<file path="src/rtl/fifo_drain_pkg.sv">
// Shared state type and frame-size helper for the FIFO drain serializer.
// Define FIFO_DRAIN_PARITY_EN to add an even-parity bit to every frame.
package fifo_drain_pkg;

`ifdef FIFO_DRAIN_PARITY_EN
  localparam bit ParityEn = 1'b1;
`else
  localparam bit ParityEn = 1'b0;
`endif

  typedef enum logic [2:0] {
    StIdle,
    StPop,
    StLoad,
    StStart,
    StData,
`ifdef FIFO_DRAIN_PARITY_EN
    StParity,
`endif
    StStop
  } drain_state_t;

  // Serial bit slots per frame: start + data + optional parity + stop.
  function automatic int unsigned frame_bits(input int unsigned width, input bit parity);
    return width + 32'd2 + (parity ? 32'd1 : 32'd0);
  endfunction

endpackage

</file>
<file path="src/rtl/fifo_drain_serializer_bit_timer.sv">
// Divides the clock by CLKS_PER_BIT; tick marks the last cycle of each serial bit.
// tick_nxt predicts next cycle's tick so callers can register last-cycle pulses.
module bit_timer #(
  parameter int unsigned CLKS_PER_BIT = 4
) (
  input  logic clk,
  input  logic rst,
  input  logic clr,
  output logic tick,
  output logic tick_nxt
);

  localparam int unsigned CntW = (CLKS_PER_BIT > 1) ? $clog2(CLKS_PER_BIT) : 1;
  localparam logic [CntW-1:0] Last    = CntW'(CLKS_PER_BIT - 1);
  localparam logic [CntW-1:0] PreLast = CntW'((CLKS_PER_BIT > 1) ? CLKS_PER_BIT - 2 : 0);

  logic [CntW-1:0] cnt_q;

  assign tick     = !clr && (cnt_q == Last);
  // Valid while clr stays low; a wrap only re-ticks at once when a bit is one cycle long.
  assign tick_nxt = (CLKS_PER_BIT == 1) || (!clr && (cnt_q == PreLast));

  always_ff @(posedge clk or negedge rst) begin
    if (!rst) begin
      cnt_q <= '0;
    end else if (clr || (cnt_q == Last)) begin
      cnt_q <= '0;
    end else begin
      cnt_q <= cnt_q + 1'b1;
    end
  end

endmodule

</file>
<file path="src/rtl/fifo_drain_serializer.sv">
// Read-side FIFO controller: pops one word at a time and sends it as a UART-style frame.
// Define FIFO_DRAIN_PARITY_EN to insert an even-parity bit before the stop bit.
module fifo_drain_serializer
  import fifo_drain_pkg::*;
#(
  parameter int unsigned DATO_WIDTH   = 3,
  parameter int unsigned CLKS_PER_BIT = 4
) (
  input  logic                  clk,
  input  logic                  rst,
  input  logic                  tx_en,
  input  logic                  fifo_empty,
  input  logic [DATO_WIDTH-1:0] fifo_data,
  output logic                  fifo_rd,
  output logic                  tx_out,
  output logic                  busy,
  output logic                  frame_done
);

  localparam int unsigned BitCntW = $clog2(DATO_WIDTH + 1);
  localparam logic [BitCntW-1:0] LastBit = BitCntW'(DATO_WIDTH - 1);

  drain_state_t          state_q;
  logic [DATO_WIDTH-1:0] shreg_q;
  logic [DATO_WIDTH-1:0] shreg_shift;
  logic [BitCntW-1:0]    bit_cnt_q;
  logic                  fifo_rd_q;
  logic                  tx_out_q;
  logic                  busy_q;
  logic                  frame_done_q;
  logic                  timer_clr;
  logic                  tick;
  logic                  tick_nxt;
`ifdef FIFO_DRAIN_PARITY_EN
  logic                  parity_q;
`endif

  assign shreg_shift = shreg_q >> 1;
  assign timer_clr   = (state_q == StIdle) || (state_q == StPop) || (state_q == StLoad);

  bit_timer #(
    .CLKS_PER_BIT (CLKS_PER_BIT)
  ) u_bit_timer (
    .clk      (clk),
    .rst      (rst),
    .clr      (timer_clr),
    .tick     (tick),
    .tick_nxt (tick_nxt)
  );

  // Outputs are registered, so each branch sets the value for the state being entered.
  always_ff @(posedge clk or negedge rst) begin
    if (!rst) begin
      state_q      <= StIdle;
      shreg_q      <= '0;
      bit_cnt_q    <= '0;
      fifo_rd_q    <= 1'b0;
      tx_out_q     <= 1'b1;
      busy_q       <= 1'b0;
      frame_done_q <= 1'b0;
`ifdef FIFO_DRAIN_PARITY_EN
      parity_q     <= 1'b0;
`endif
    end else begin
      fifo_rd_q    <= 1'b0;
      frame_done_q <= 1'b0;
      unique case (state_q)
        StIdle: begin
          if (tx_en && !fifo_empty) begin
            state_q   <= StPop;
            fifo_rd_q <= 1'b1;
            busy_q    <= 1'b1;
          end
        end
        StPop: begin
          state_q <= StLoad;
        end
        StLoad: begin
          shreg_q   <= fifo_data;
          bit_cnt_q <= '0;
`ifdef FIFO_DRAIN_PARITY_EN
          parity_q  <= ^fifo_data;
`endif
          tx_out_q  <= 1'b0;
          state_q   <= StStart;
        end
        StStart: begin
          if (tick) begin
            state_q  <= StData;
            tx_out_q <= shreg_q[0];
          end
        end
        StData: begin
          if (tick) begin
            shreg_q   <= shreg_shift;
            bit_cnt_q <= bit_cnt_q + 1'b1;
            if (bit_cnt_q == LastBit) begin
`ifdef FIFO_DRAIN_PARITY_EN
              state_q  <= StParity;
              tx_out_q <= parity_q;
`else
              state_q      <= StStop;
              tx_out_q     <= 1'b1;
              frame_done_q <= tick_nxt;
`endif
            end else begin
              tx_out_q <= shreg_shift[0];
            end
          end
        end
`ifdef FIFO_DRAIN_PARITY_EN
        StParity: begin
          if (tick) begin
            state_q      <= StStop;
            tx_out_q     <= 1'b1;
            frame_done_q <= tick_nxt;
          end
        end
`endif
        StStop: begin
          if (tick) begin
            state_q <= StIdle;
            busy_q  <= 1'b0;
          end else begin
            frame_done_q <= tick_nxt;
          end
        end
        default: begin
          state_q <= StIdle;
        end
      endcase
    end
  end

  assign fifo_rd    = fifo_rd_q;
  assign tx_out     = tx_out_q;
  assign busy       = busy_q;
  assign frame_done = frame_done_q;

endmodule

</file>
<file path="config.mk">
export PLATFORM = sky130hd
export DESIGN_NAME = fifo_drain_serializer
export DESIGN_NICKNAME = d
export VERILOG_FILES = /design/src/rtl/fifo_drain_pkg.sv /design/src/rtl/fifo_drain_serializer_bit_timer.sv /design/src/rtl/fifo_drain_serializer.sv
export SDC_FILE = /design/constraint.sdc
export NUM_CORES = 1
export LEC_CHECK = 0
export BUFFER_PORTS_ARGS = -buffer_cell sky130_fd_sc_hd__buf_2
export CORE_MARGIN = 2
export CORE_UTILIZATION = 45
export DETAILED_ROUTE_END_ITERATION = 16
export PLACE_DENSITY_LB_ADDON = 0.05
export SYNTH_ARGS = -nofsm -noshare
export SYNTH_HDL_FRONTEND = slang
export SYNTH_SLANG_ARGS = --single-unit
</file>
<file path="constraint.sdc">
create_clock -name clk -period 1.9 [get_ports clk]
set_clock_uncertainty 0.1 [all_clocks]
set_input_delay 0.38 -clock clk [delete_from_list [all_inputs] [get_ports clk]]
set_output_delay 0.38 -clock clk [all_outputs]
set_load 0.01 [all_outputs]
</file>
# After elaboration in Yosys (flattened, before gate mapping)
# Cells that the tools add are included.
op_classes:
  add_sub_neg: 2
  eq_ne: 13
  mux: 24
  reduce_logical: 16
ops:
  columns: ["op", "count"]
  rows:
  - ["$mux W3", 6]
  - ["$pmux W3 S6", 1]
  - ["$mux W1", 10]
  - ["$ne A2 B2 Y1 const B", 4]
  - ["$eq A2 B2 Y1 const B", 3]
  - ["$eq A3 B2 Y1 const B", 2]
  - ["$eq A3 B3 Y1 const B", 2]
  - ["$pmux W3 S2", 1]
  - ["$reduce_and A3 Y1", 2]
  - ["$reduce_and A5 Y1", 1]
  - ["$add A2 B1 Y2 const B", 2]
  - ["$mux W2", 2]
  - ["$pmux W1 S2", 2]
  - ["$pmux W2 S2", 1]
  - ["$reduce_bool A2 Y1", 2]
  - ["$eq A3 B1 Y1 const B", 1]
  - ["$logic_and A1 B1 Y1", 3]
  - ["$logic_not A3 Y1", 1]
  - ["$logic_or A1 B1 Y1", 3]
  - ["$pmux W1 S3", 1]
  - ["$reduce_bool A3 Y1", 1]
  - ["$logic_not A1 Y1", 2]
  - ["$ne A2 B1 Y1 const B", 1]
  - ["$reduce_and A2 Y1", 1]
word_totals:
  register_bits: 14
  input_bits: 7
  output_inout_bits: 4
  wordCells: 63

# Longest topological paths before layout
# Gate-level depths: netlist (run 1).
depth:
  ltp_word: 8
  ltp_mapped: 5
  depth_no_buf: 5

# Hierarchy
# A second synthesis (run 1) with hierarchy kept.
unflattened:
  cells_unflattened: 76
  area_unflattened_um2: 760.7
modules_own_cells:
  columns: ["mod", "n_inst", "cells_each", "area_per_inst_um2", "seq_area_each_um2"]
  rows:
  - ["fifo_drain_serializer", 1, 67, 659.4, 301.5]
  - ["bit_timer", 1, 9, 101.3, 50.0]

# Least setup slack after synthesis (run 1)
# Ideal clock, no wire load.
synth_timing:
  path_type: "register to register"
  from: "register u_bit_timer.cnt_q[0]"
  to: "register shreg_q[0]"
  setup_time_ns: 0.125
  t_arrival_ns: 1.304
  required_time_ns: 1.675
  path_slack_ns: 0.371
  stages_incl_launch_ff: 6
  path_buffers: 1
  period_less_slack_ns: 1.529
  cell_sequence: "dfrtp_1 ha_1 buf_2 nand3b_1 a21oi_2 mux2_2"
synth_via:
  elab_chain_cells: 4
synth_lines:
  columns: ["element", "line_no", "rtl"]
  rows:
  - ["start, declared", "fifo_drain_serializer_bit_timer.sv:17", "logic [CntW-1:0] cnt_q;"]
  - ["start signal, assigned", "fifo_drain_serializer_bit_timer.sv:29", "cnt_q <= cnt_q + 1'b1;"]
  - ["$eq A2 B2 Y1", "fifo_drain_serializer_bit_timer.sv:19", "assign tick = !clr && (cnt_q == Last);"]
  - ["$logic_and A1 B1 Y1", "fifo_drain_serializer_bit_timer.sv:19", null]
  - ["$ne A2 B2 Y1 (no source line)", null, null]
  - ["$reduce_and A2 Y1 (no source line)", null, null]
  - ["end signal, assigned", "fifo_drain_serializer.sv:79", "shreg_q <= fifo_data;"]
  - ["end signal, assigned", "fifo_drain_serializer.sv:95", "shreg_q <= shreg_shift;"]
  - ["end, declared", "fifo_drain_serializer.sv:24", "logic [DATO_WIDTH-1:0] shreg_q;"]
# No other way between the ends.
# A chain may end at the register's enable or synchronous reset.

# Worst setup path after layout (run 1)
layout_timing:
  from: "register state_q[2]"
  to: "register shreg_q[0]"
layout_via:
  elab_chain_cells: 7
  elab_cells_between_ends: 12
  classes_between: "eq/ne (4); mux (1); reduce/logical (7)"
layout_lines:
  columns: ["element", "line_no", "rtl"]
  rows:
  - ["start, declared", "fifo_drain_serializer.sv:23", "drain_state_t state_q;"]
  - ["start signal, assigned", "fifo_drain_serializer.sv:54", "state_q <= StIdle;"]
  - ["start signal, assigned", "fifo_drain_serializer.sv:70", "state_q <= StPop;"]
  - ["start signal, assigned", "fifo_drain_serializer.sv:76", "state_q <= StLoad;"]
  - ["$eq A3 B1 Y1 or $logic_not A3 Y1 (tied branches)", "fifo_drain_serializer.sv:39", "assign timer_clr = (state_q == StIdle) || (state_q == StPop) || (state_q == StLoad);"]
  - ["$logic_or A1 B1 Y1 (2 in series)", "fifo_drain_serializer.sv:39", null]
  - ["$logic_not A1 Y1", "fifo_drain_serializer_bit_timer.sv:19", null]
  - ["$logic_and A1 B1 Y1", "fifo_drain_serializer_bit_timer.sv:19", null]
  - ["$ne A2 B2 Y1 (no source line)", null, null]
  - ["$reduce_and A2 Y1 (no source line)", null, null]
# Several ways; a longest one is shown, not always the timed one.

==> results of run 1 <==
## worst max-delay path by stage
stage                       to                  from  slack (ns)
global route        shreg_q[1]            state_q[2]        0.25
global placement    shreg_q[0]            state_q[2]        0.35
finish              shreg_q[0]            state_q[2]        0.31
detailed placement  shreg_q[0]            state_q[2]        0.31
CTS                 shreg_q[0]            state_q[2]        0.31
floorplan           shreg_q[0]  u_bit_timer.cnt_q[0]        0.37
## area by class of cell
class	count	area, sq um	area share [%]
clock buffer	4	36.3	4.15
inverter	4	15.0	1.72
multi-input combinational	51	369	42.2
sequential	14	352	40.2
tap	16	20.0	2.29
timing repair buffer	14	82.6	9.44
## worst min-delay path: cells and delay by family
family                 cells  cell delay [ns]
AND/OR/NAND/NOR            2             0.13
buffers and inverters      1             0.11
## stage by stage
step	utilization [%]	power (mW)	cell area, sq um	setup slack, ns	hold WS [ns]
3_3_place_gp	53.1	0.888	828	0.350	0.190
2_1_floorplan	-	0.790	767	0.371	-0.0156
3_5_place_dp	53.1	0.893	828	0.313	0.192
5_1_grt	56.1	1.20	875	0.247	0.251
4_1_cts	56.1	1.12	875	0.309	0.252
6_report	56.1	1.11	875	0.314	0.261
## flip-flops by register name, indices dropped and copies added (netlist names)
name               count
fifo_rd                1
tx_out                 1
u_bit_timer.cnt_q      2
state_q                3
frame_done             1
busy                   1
shreg_q                3
bit_cnt_q              2
## Yosys cell counts, types with 2 or more instances
master | n | share of area, %
dfrtp_1 | 13 | 42
o21ai_1 | 2 | 1.3
ha_1 | 3 | 4.9
o21ai_0 | 5 | 3.3
buf_2 | 4 | 2.6
nand2_1 | 4 | 2.0
nand2b_1 | 2 | 1.6
nor2_1 | 4 | 2.0
inv_1 | 4 | 2.0
nor4b_1 | 3 | 3.4
mux2_4 | 3 | 5.9
a21oi_1 | 5 | 3.3
nor3_1 | 4 | 2.6
## power by group through the flow
| stage | sequential, mW | combinational [mW] | clock [mW] |
|---|---|---|---|
| floorplan | 0.441 | 0.348 | 0 |
| global placement | 0.476 | 0.413 | 0 |
| detailed placement | 0.478 | 0.415 | 0 |
| CTS | 0.472 | 0.418 | 0.227 |
| global route | 0.486 | 0.464 | 0.247 |
| finish | 0.472 | 0.418 | 0.221 |
## per-layer routing
metal | wire length, microns | part of all wire [%] | track usage [%]
met4 | 10 | 0.67 | 10.0
met1 | 774 | 52 | 23.8
met5 | 0 | 0 | 0
met3 | 57 | 3.8 | 5.20
met2 | 657 | 44 | 25.1
## kinds of logic after synthesis
| kind of cell | Yosys count | synth area share (%) |
|---|---|---|
| AND/OR/NAND/NOR | 23 | 18.3 |
| AO/OA/AOI/OAI | 21 | 17.6 |
| flip-flops | 14 | 45.8 |
| buffers and inverters | 9 | 6.04 |
| multiplexers | 4 | 7.34 |
| adder cells (fa/ha/maj) | 3 | 4.89 |
==> impl_results.md, run 1 <==
- Antenna-violating nets left: 0
- Post-Syn Instances: 74
- Drt pass-1 iters: 4
- Setup CP Type: flip-flop to flip-flop
- Clk root buf: clkbuf_4
- Distinct cell type count after synthesis: 31
- Slowest Stage Delay on Critical Path: 0.50 ns
- Core Area: 1560 sq um
- DRC: 0
- Clk sinks: 14
- Slew @ Worst Pin: 0.310 ns
- Max_slew headroom: about four fifths
- Via density: around 5.6
- CP Buf/Inv Count: 0
- Final net count: 98
- Die Wd: 45.3 microns
- Clk buf depth: 2
- RSZ-0062 raised after global routing: no
- Initial Utilization: 49.2%
- Clk Latency, worst-skew pair: roughly 0.28 ns
- Via count: 572
- Commonest non-fill, non-tap cell in the layout: dfrtp_1
- Int Pwr: 0.703 mW
- GP Congestion: between 0.7 and 0.8
- YS warnings: 0
- N_diodes: 0
- DIE HEIGHT: 45.3 microns
- Worst path depth: 3
- Share of layout cells above drive strength 1: around 29%
- GRT Util Overall: 17.7%
- Area growth syn-to-layout: 14.0%
- Ys flop type: dfrtp_1
- CP Capture Type: flip-flop
- Lkg Pwr: roughly 0.41 nW
- Asr flop ratio synth: 100%
- DR WL/cell: 14.6 microns
- Final period util: 83.4%
- Total Wirelength: ~1500 microns
- Layout Cells excl Fill: 103
- Depth of the CTS H-tree: 1
- DRT iter0 DRCs: 27
- HPWL Detailed: 1120 microns
- Row count: 14
- Hold_buf cts: 1
- Congestion Overflow GR: 0
- Comb pwr share: 37.6%
- Largest net degree at the start of global routing: 17
- Hold-critical path depth: 3
- Peak supply drop: 0.000564 V
- Hold Startpoint: tx_en
- Reg2Reg Depth: 3
- Worst path slowest cell: dfrtp_1
- Power per cell area: 1270 nW/um^2
- EDFF count, synth: 0
- Syn Area/Cell: 10.4 sq um
- Initial antenna violation count: 0
- Synthesized flop and latch total: 14
- Hold Path End: fifo_rd
- Family with the most delay on the worst path: multiplexers
- Worst Path Required: roughly 2.0 ns
- Setup Buffers After CTS: 0
- # setup viols final: 0
- Hold Crit Class: input pin to flip-flop
- Clk pin slew, worst setup/hold paths: 0.09 ns
- Worst setup SP type: flip-flop
- Syn Nets: 84
- Port-buffer cells: 10
- Die area: 2050 sq um
- Mapped cell area: 767 sq um
- Sw Share: between 30% and 40%
- Post-placement cell count: 98
- First-pass GRT wire length: between 2000 and 2500 microns
- CTS tree: done
- Post-synthesis sequential area ratio: a little under half
- RR Endpoint: shreg_q[0]
- Commonest non-fill, non-tap cells in the layout: 13 x dfrtp_1, 10 x buf_2, 5 x a21oi_1, 5 x o21ai_0
- Cts bufs inserted: 3
- Fin. Hold Viols: 0
- FF-to-FF setup slack: roughly 0.31 ns
- Critical Path Fanout Max: 10
- Vias in the first global route: 553
- NetSw: around 0.41 mW
- Count of cells resized by post-cts repair: 0
- Clock share of power: 19.9%
- Fmax: ~630 MHz
- Outcome: finished clean
- Critical path arrival: about 1.7 ns
- Max-slew violations: 0
- Worst r2r src: state_q[2]
- Cells along the critical path: nor3b_4 -> mux2_4 -> mux2_2
- Fillers: 138
- Max_cap viols: 0
- Post-layout minimum cycle time: around 1.6 ns
- I/O pins: 11
- Sum Neg Setup Slack: 0 ns
- Sequential share of power: 42.5%
(Power assumes the default switching activity.)
==> inputs of run 2 (changes only) <==
Settings changed: ABC_AREA set to 1.
Clock period 1.9 ns to 1.6 ns, I/O delays scaled along.
==> run 2 against run 1 <==
Clock-buffer cell count stayed put. Utilization is 0.47 points higher. Sequential share of layout area is 0.58 points higher. Die area is 3.4% lower. Worst hold slack worse by 0.13 ns. Worst setup slack worse by 0.13 ns. Sequential power is 22% higher. Largest power group is now combinational cells.
==> impl_results.md, run 2 <==
- Share of the synthesized area in the top cell type: 44.1%
- Die area: between 1500 and 2000 sq um
- CP Capture Type: flip-flop
- Fillers: 134
- Die Wd: 44.5 microns
- CTS tree: done
- Via density: 5.05
- Drt pass-1 iters: 3
- DIE HEIGHT: 44.5 microns
- I/O pins: 11
- Fmax: slightly above 700 MHz
- GRT Util Overall: ~18%
- CP dominant cell by count: nand2_1
- Fin. Hold Viols: 0
- Asr flop ratio synth: between 90% and 100%
- Fraction of synthesized cell area in xor and xnor cells: 0%
- Largest family of logic cells by synthesized area: simple AND/OR/NAND/NOR gates
- FF/Latch Area: 352 sq um
- Cell with the most instances after synthesis: nand2_1
- Mux cell area share after synthesis: 0%
- Cts bufs inserted: 3
- DRC: 0
- Clk buf depth: 2
- Clk pin slew, worst setup/hold paths: 0.08 ns
- Family with the most delay on the worst path: simple AND/OR/NAND/NOR gates
- Cells along the critical path: ha_1 -> inv_1 -> nand2_1 -> nor2_2 -> nor2_1 -> nand3_1 -> nand2_1
- Synth cell count leaders: 21 x nand2_1, 13 x dfrtp_1, 12 x inv_1
- Multi-input gate area: between 300 and 400 sq um
- Worst path slowest cell: dfrtp_1
- Depth of the CTS H-tree: 1
- Congestion Overflow GR: 0
- Setup WS post-layout: roughly 0.18 ns
- GP Congestion: between 0.8 and 0.9
- Syn Area/Cell: between 8 and 9 sq um
- HPWL Detailed: roughly 1100 microns
- Max-slew violations: 0
- Hold Crit Class: input pin to flip-flop
- Layout Cells excl Fill: 123
- Core Area: 1520 sq um
- Initial antenna violation count: 0
- Clk sinks: 14
- Setup CP Type: flip-flop to flip-flop
- Mapped cell area: 738 sq um
- Synth area leader: dfrtp_1
- Post-Syn Instances: 91
- Power per cell area: approximately 1700 nW/um^2
- Lkg Pwr: 0.465 nW
- Slowest Stage Delay on Critical Path: 0.40 ns
- Commonest non-fill, non-tap cell in the layout: nand2_1
- Syn Nets: 101
- Max_slew headroom: 76.9%
- Area growth syn-to-layout: 16.8%
- Worst Path Required: around 1.7 ns
- Top Registers: shreg_q (3), state_q (3)
- Initial Utilization: around half
- Max_cap viols: 0
- Via count: a little over 600
- Distinct cell type count after synthesis: 19
- Sum Neg Setup Slack: 0 ns
- Port-buffer cells: 10
- First-pass GRT wire length: 2460 microns
- Worst setup SP type: flip-flop
- WHS: 0.132 ns
- Commonest non-fill, non-tap cells in the layout: 21 x nand2_1, 13 x dfrtp_1, 12 x inv_1, 10 x buf_2, 9 x nand3_1
- Total Wirelength: 1310 microns
- N_diodes: 0
- DR WL/cell: 10.6 microns
- Pwr Total: roughly 1.4 mW
- Share of layout cells above drive strength 1: 23.4%
- # setup viols final: 0
- Critical path arrival: between 1 and 1.5 ns
- Post-synthesis sequential area ratio: between 40% and 50%
- Peak supply drop: 0.00113 V
- CP Buf/Inv Count: 1
- Post-layout minimum cycle time: 1.42 ns
- Worst Setup Slack post-DPL: 0.181 ns
- Antenna-violating nets left: 0
- Row count: 14
- Final net count: around 120
- Synth area leaders: dfrtp_1 44%, nand2_1 11%, nand3_1 6.1%
- DRT iter0 DRCs: 14
- Critical Path Fanout Max: 4
- Post-synthesis compound-gate area fraction: 11.9%
- Ys flop type: dfrtp_1
- Final period util: roughly nine tenths
- Largest net degree at the start of global routing: 15
- Vias in the first global route: 603
- Clk Latency, worst-skew pair: 0.27 ns
- Slew @ Worst Pin: 0.344 ns
- Synthesized-area fraction occupied by adder cells: 5.08%
- Post-placement cell count: between 100 and 150
- Synthesized flop and latch total: 14
- Setup Buffers After CTS: 0
- Clk root buf: clkbuf_4
- RSZ-0062 raised after global routing: no
- Simple-Gate Fraction of Synth Area: 27.8%
- YS warnings: 0
- EDFF count, synth: 0
- Outcome: finished clean
-- run 2: final timing paths --
check,startpoint,to,slack [ns],cells after the start
worst max-delay path,u_bit_timer.cnt_q[0],state_q[0],0.18,7
worst min-delay path,fifo_empty,fifo_rd,0.13,2
worst max register to register,u_bit_timer.cnt_q[0],state_q[0],0.18,7
worst min register to register,u_bit_timer.cnt_q[0],u_bit_timer.cnt_q[0],0.37,1
max in group asynchronous,rst,tx_out,0.76,2
min in group asynchronous,rst,shreg_q[1],0.35,2
-- run 2: cell families (layout without fill, tap and decap cells) --
| family | count (synthesis) | after routing |
|---|---|---|
| flip-flops | 14 | 14 |
| buffers and inverters | 15 | 31 |
| adder cells (fa/ha/maj) | 3 | 3 |
| AND/OR/NAND/NOR | 43 | 43 |
| AO/OA/AOI/OAI | 16 | 16 |
-- run 2: routing by layer --
metal  track usage (%)  up-vias  part of all wire (%)
met2              26.4       11                    45
met5                 0        -                     0
li1                  -      326                     -
met3              7.35        6                   4.2
met1              20.9      278                    48
met4              9.70        0                   3.2
-- run 2: layout make-up --
type                       instances  share of cell area, %
inverter                          15                   6.53
multi-input combinational         62                   38.3
clock buffer                       4                   4.21
timing repair buffer              12                   7.84
tap                               16                   2.32
sequential                        14                   40.8
-- run 2: metrics by stage --
step	area, sq um	util [%]
after global routing	862	56.6
final	862	56.6
after detailed placement	816	53.5
after floorplan	738	-
after global placement	816	53.5
after CTS	862	56.6
-- run 2: timing repair --
action                                  CTS  global route
endpoints found under the setup margin    0             0
hold buffers                              1             0
endpoints found under the hold margin    13             0
resized for setup                         0             0
-- run 2: report_power, final --
| part | internal, mW | switching, mW |
|---|---|---|
| Sequential | 0.474 | 0.102 |
| Clock | 0.138 | 0.105 |
| Combinational | 0.234 | 0.380 |
==> inputs of run 3 (changes only) <==
Settings changed: BUFFER_PORTS_ARGS -buffer_cell sky130_fd_sc_hd__buf_2 to -buffer_cell sky130_fd_sc_hd__clkbuf_2.
==> run 3 against run 2 <==
Final cell count unchanged. Total power decreased by 0.28%. First-iteration DRC count decreased by 64%. Register-to-register slack got worse by 0.02 ns. Utilization unchanged. Non-clock buffer count unchanged. Global-route usage decreased by 0.78 points. Via count decreased by 5.2%.
==> impl_results.md, run 3 (same netlist as run 2, synthesis figures left out) <==
- Hold Crit Class: input pin to flip-flop
- Outcome: finished clean
- Die Wd: 44.5 microns
- Hold_buf cts: 1
- DRC: 0
- First-pass GRT wire length: 2340 microns
- DR WL/cell: around 11 microns
- I/O pins: 11
- Row count: 14
- Critical Path Fanout Max: 4
- Worst Path Required: 1.67 ns
- Sum Neg Setup Slack: 0 ns
- Core Area: 1520 sq um
- RSZ-0062 raised after global routing: no
- CTS tree: done
- Clk buf depth: 2
- Top Registers: shreg_q (3), state_q (3)
- Pwr Total: 1.43 mW
- Post-route cell area: 862 sq um
- Worst path slowest cell: dfrtp_1
- Comb pwr share: a little over two fifths
- CP dominant cell by count: nand2_1
- CP Capture Type: flip-flop
- Clk sinks: 14
- Max_slew headroom: 76.8%
- GRT Util Overall: 16.7%
- Worst r2r src: u_bit_timer.cnt_q[0]
- Slew @ Worst Pin: 0.345 ns
- Setup Buffers After CTS: 0
- Clk root buf: clkbuf_4
- Area growth syn-to-layout: 16.8%
- Count of cells resized by post-cts repair: 0
- Max_cap viols: 0
- Sequential share of power: 40.2%
- Clk Latency, worst-skew pair: 0.27 ns
- Cells along the critical path: ha_1 -> inv_1 -> nand2_1 -> nor2_2 -> nor2_1 -> nand3_1 -> nand2_1
- Fmax: 694 MHz
- Sw Share: between 40% and 50%
- GP Congestion: 0.808
- Worst setup SP type: flip-flop
- DIE HEIGHT: 44.5 microns
- Cell Area, Placed: a little over 800 sq um
- Commonest non-fill, non-tap cells in the layout: 21 x nand2_1, 13 x dfrtp_1, 12 x inv_1, 10 x clkbuf_2, 9 x nand3_1
- Post-layout minimum cycle time: 1.44 ns
- Congestion Overflow GR: 0
- Share of layout cells above drive strength 1: a little under a quarter
- Int Pwr: 0.846 mW
- Final net count: 118
- Die area: 1980 sq um
- Via density: ~4.8
- Setup CP Type: flip-flop to flip-flop
- Fin. Hold Viols: 0
- Power per cell area: 1660 nW/um^2
- Via count: 589
- Cts bufs inserted: 3
- Antenna-violating nets left: 0
- Hold Startpoint: fifo_empty
- Clock share of power: 16.9%
- Slowest Stage Delay on Critical Path: 0.40 ns
- N_diodes: 0
- Total Wirelength: 1320 microns
- Final period util: about nine tenths
- Depth of the CTS H-tree: 1
- Largest net degree at the start of global routing: 15
- Worst setup startpoint: u_bit_timer.cnt_q[0]
- Critical path arrival: 1.52 ns
- Max-slew violations: 0
- HPWL Detailed: 1030 microns
- Peak supply drop: 0.00101 V
- Clk pin slew, worst setup/hold paths: 0.08 ns
- Vias in the first global route: 541
- Commonest non-fill, non-tap cell in the layout: nand2_1
- # setup viols final: 0
- Initial Utilization: 48.4%
- NetSw: 0.584 mW
- Initial antenna violation count: 0
- Drt pass-1 iters: 4
- DRT iter0 DRCs: 5
- Port-buffer cells: 10
- Final core area utilization: between 50 and 60%
- Lkg Pwr: around 0.46 nW
run 3: cell types whose count changed in the layout (fill, tap and decap cells not counted):
cell and change:
buf_2 -10, clkbuf_2 +10
run 3: per-layer routing:
metal,share of wire [%],GRT usage [%],vias up
li1,-,-,321
met5,0,0,-
met3,4.0,7.35,0
met1,48,20.1,261
met2,48,26.7,7
met4,0,5.45,0
run 3: worst paths after layout:
path | to | slack [ns] | depth (start not counted)
max | state_q[0] | 0.16 | 7
min | fifo_rd | 0.13 | 2
max reg2reg | state_q[0] | 0.16 | 7
min reg2reg | u_bit_timer.cnt_q[0] | 0.37 | 1
max in group asynchronous | tx_out | 0.74 | 2
min in group asynchronous | shreg_q[1] | 0.37 | 2
run 3: worst max-delay path, delay by kind of cell (launching register included):
kind,cells,cell delay [ns]
buf+inv,1,0.13
flops,1,0.40
fa+ha+maj,1,0.27
simple gates,5,0.45
run 3: layout make-up:
cell class	instances	area (sq um)
multi-input combinational	62	330
sequential	14	352
inverter	15	56.3
fill	140	662
clock buffer	4	36.3
tap	16	20.0
timing repair buffer	12	67.6
run 3: power by group through the flow:
stage	logic [mW]	registers, mW	clock network, mW
after floorplan	0.455	0.574	0
after global placement	0.608	0.580	0
after detailed placement	0.612	0.584	0
after CTS	0.619	0.577	0.254
after global routing	0.707	0.590	0.276
final	0.613	0.574	0.242
run 3: stage by stage:
| stage | hold slack [ns] | std cells | setup slack, ns |
|---|---|---|---|
| final | 0.130 | 123 | 0.158 |
| after floorplan | -0.0756 | 91 | 0.282 |
| after global routing | 0.140 | 123 | 0.0472 |
| after global placement | 0.134 | 118 | 0.213 |
| after detailed placement | 0.138 | 118 | 0.183 |
| after CTS | 0.126 | 123 | 0.167 |
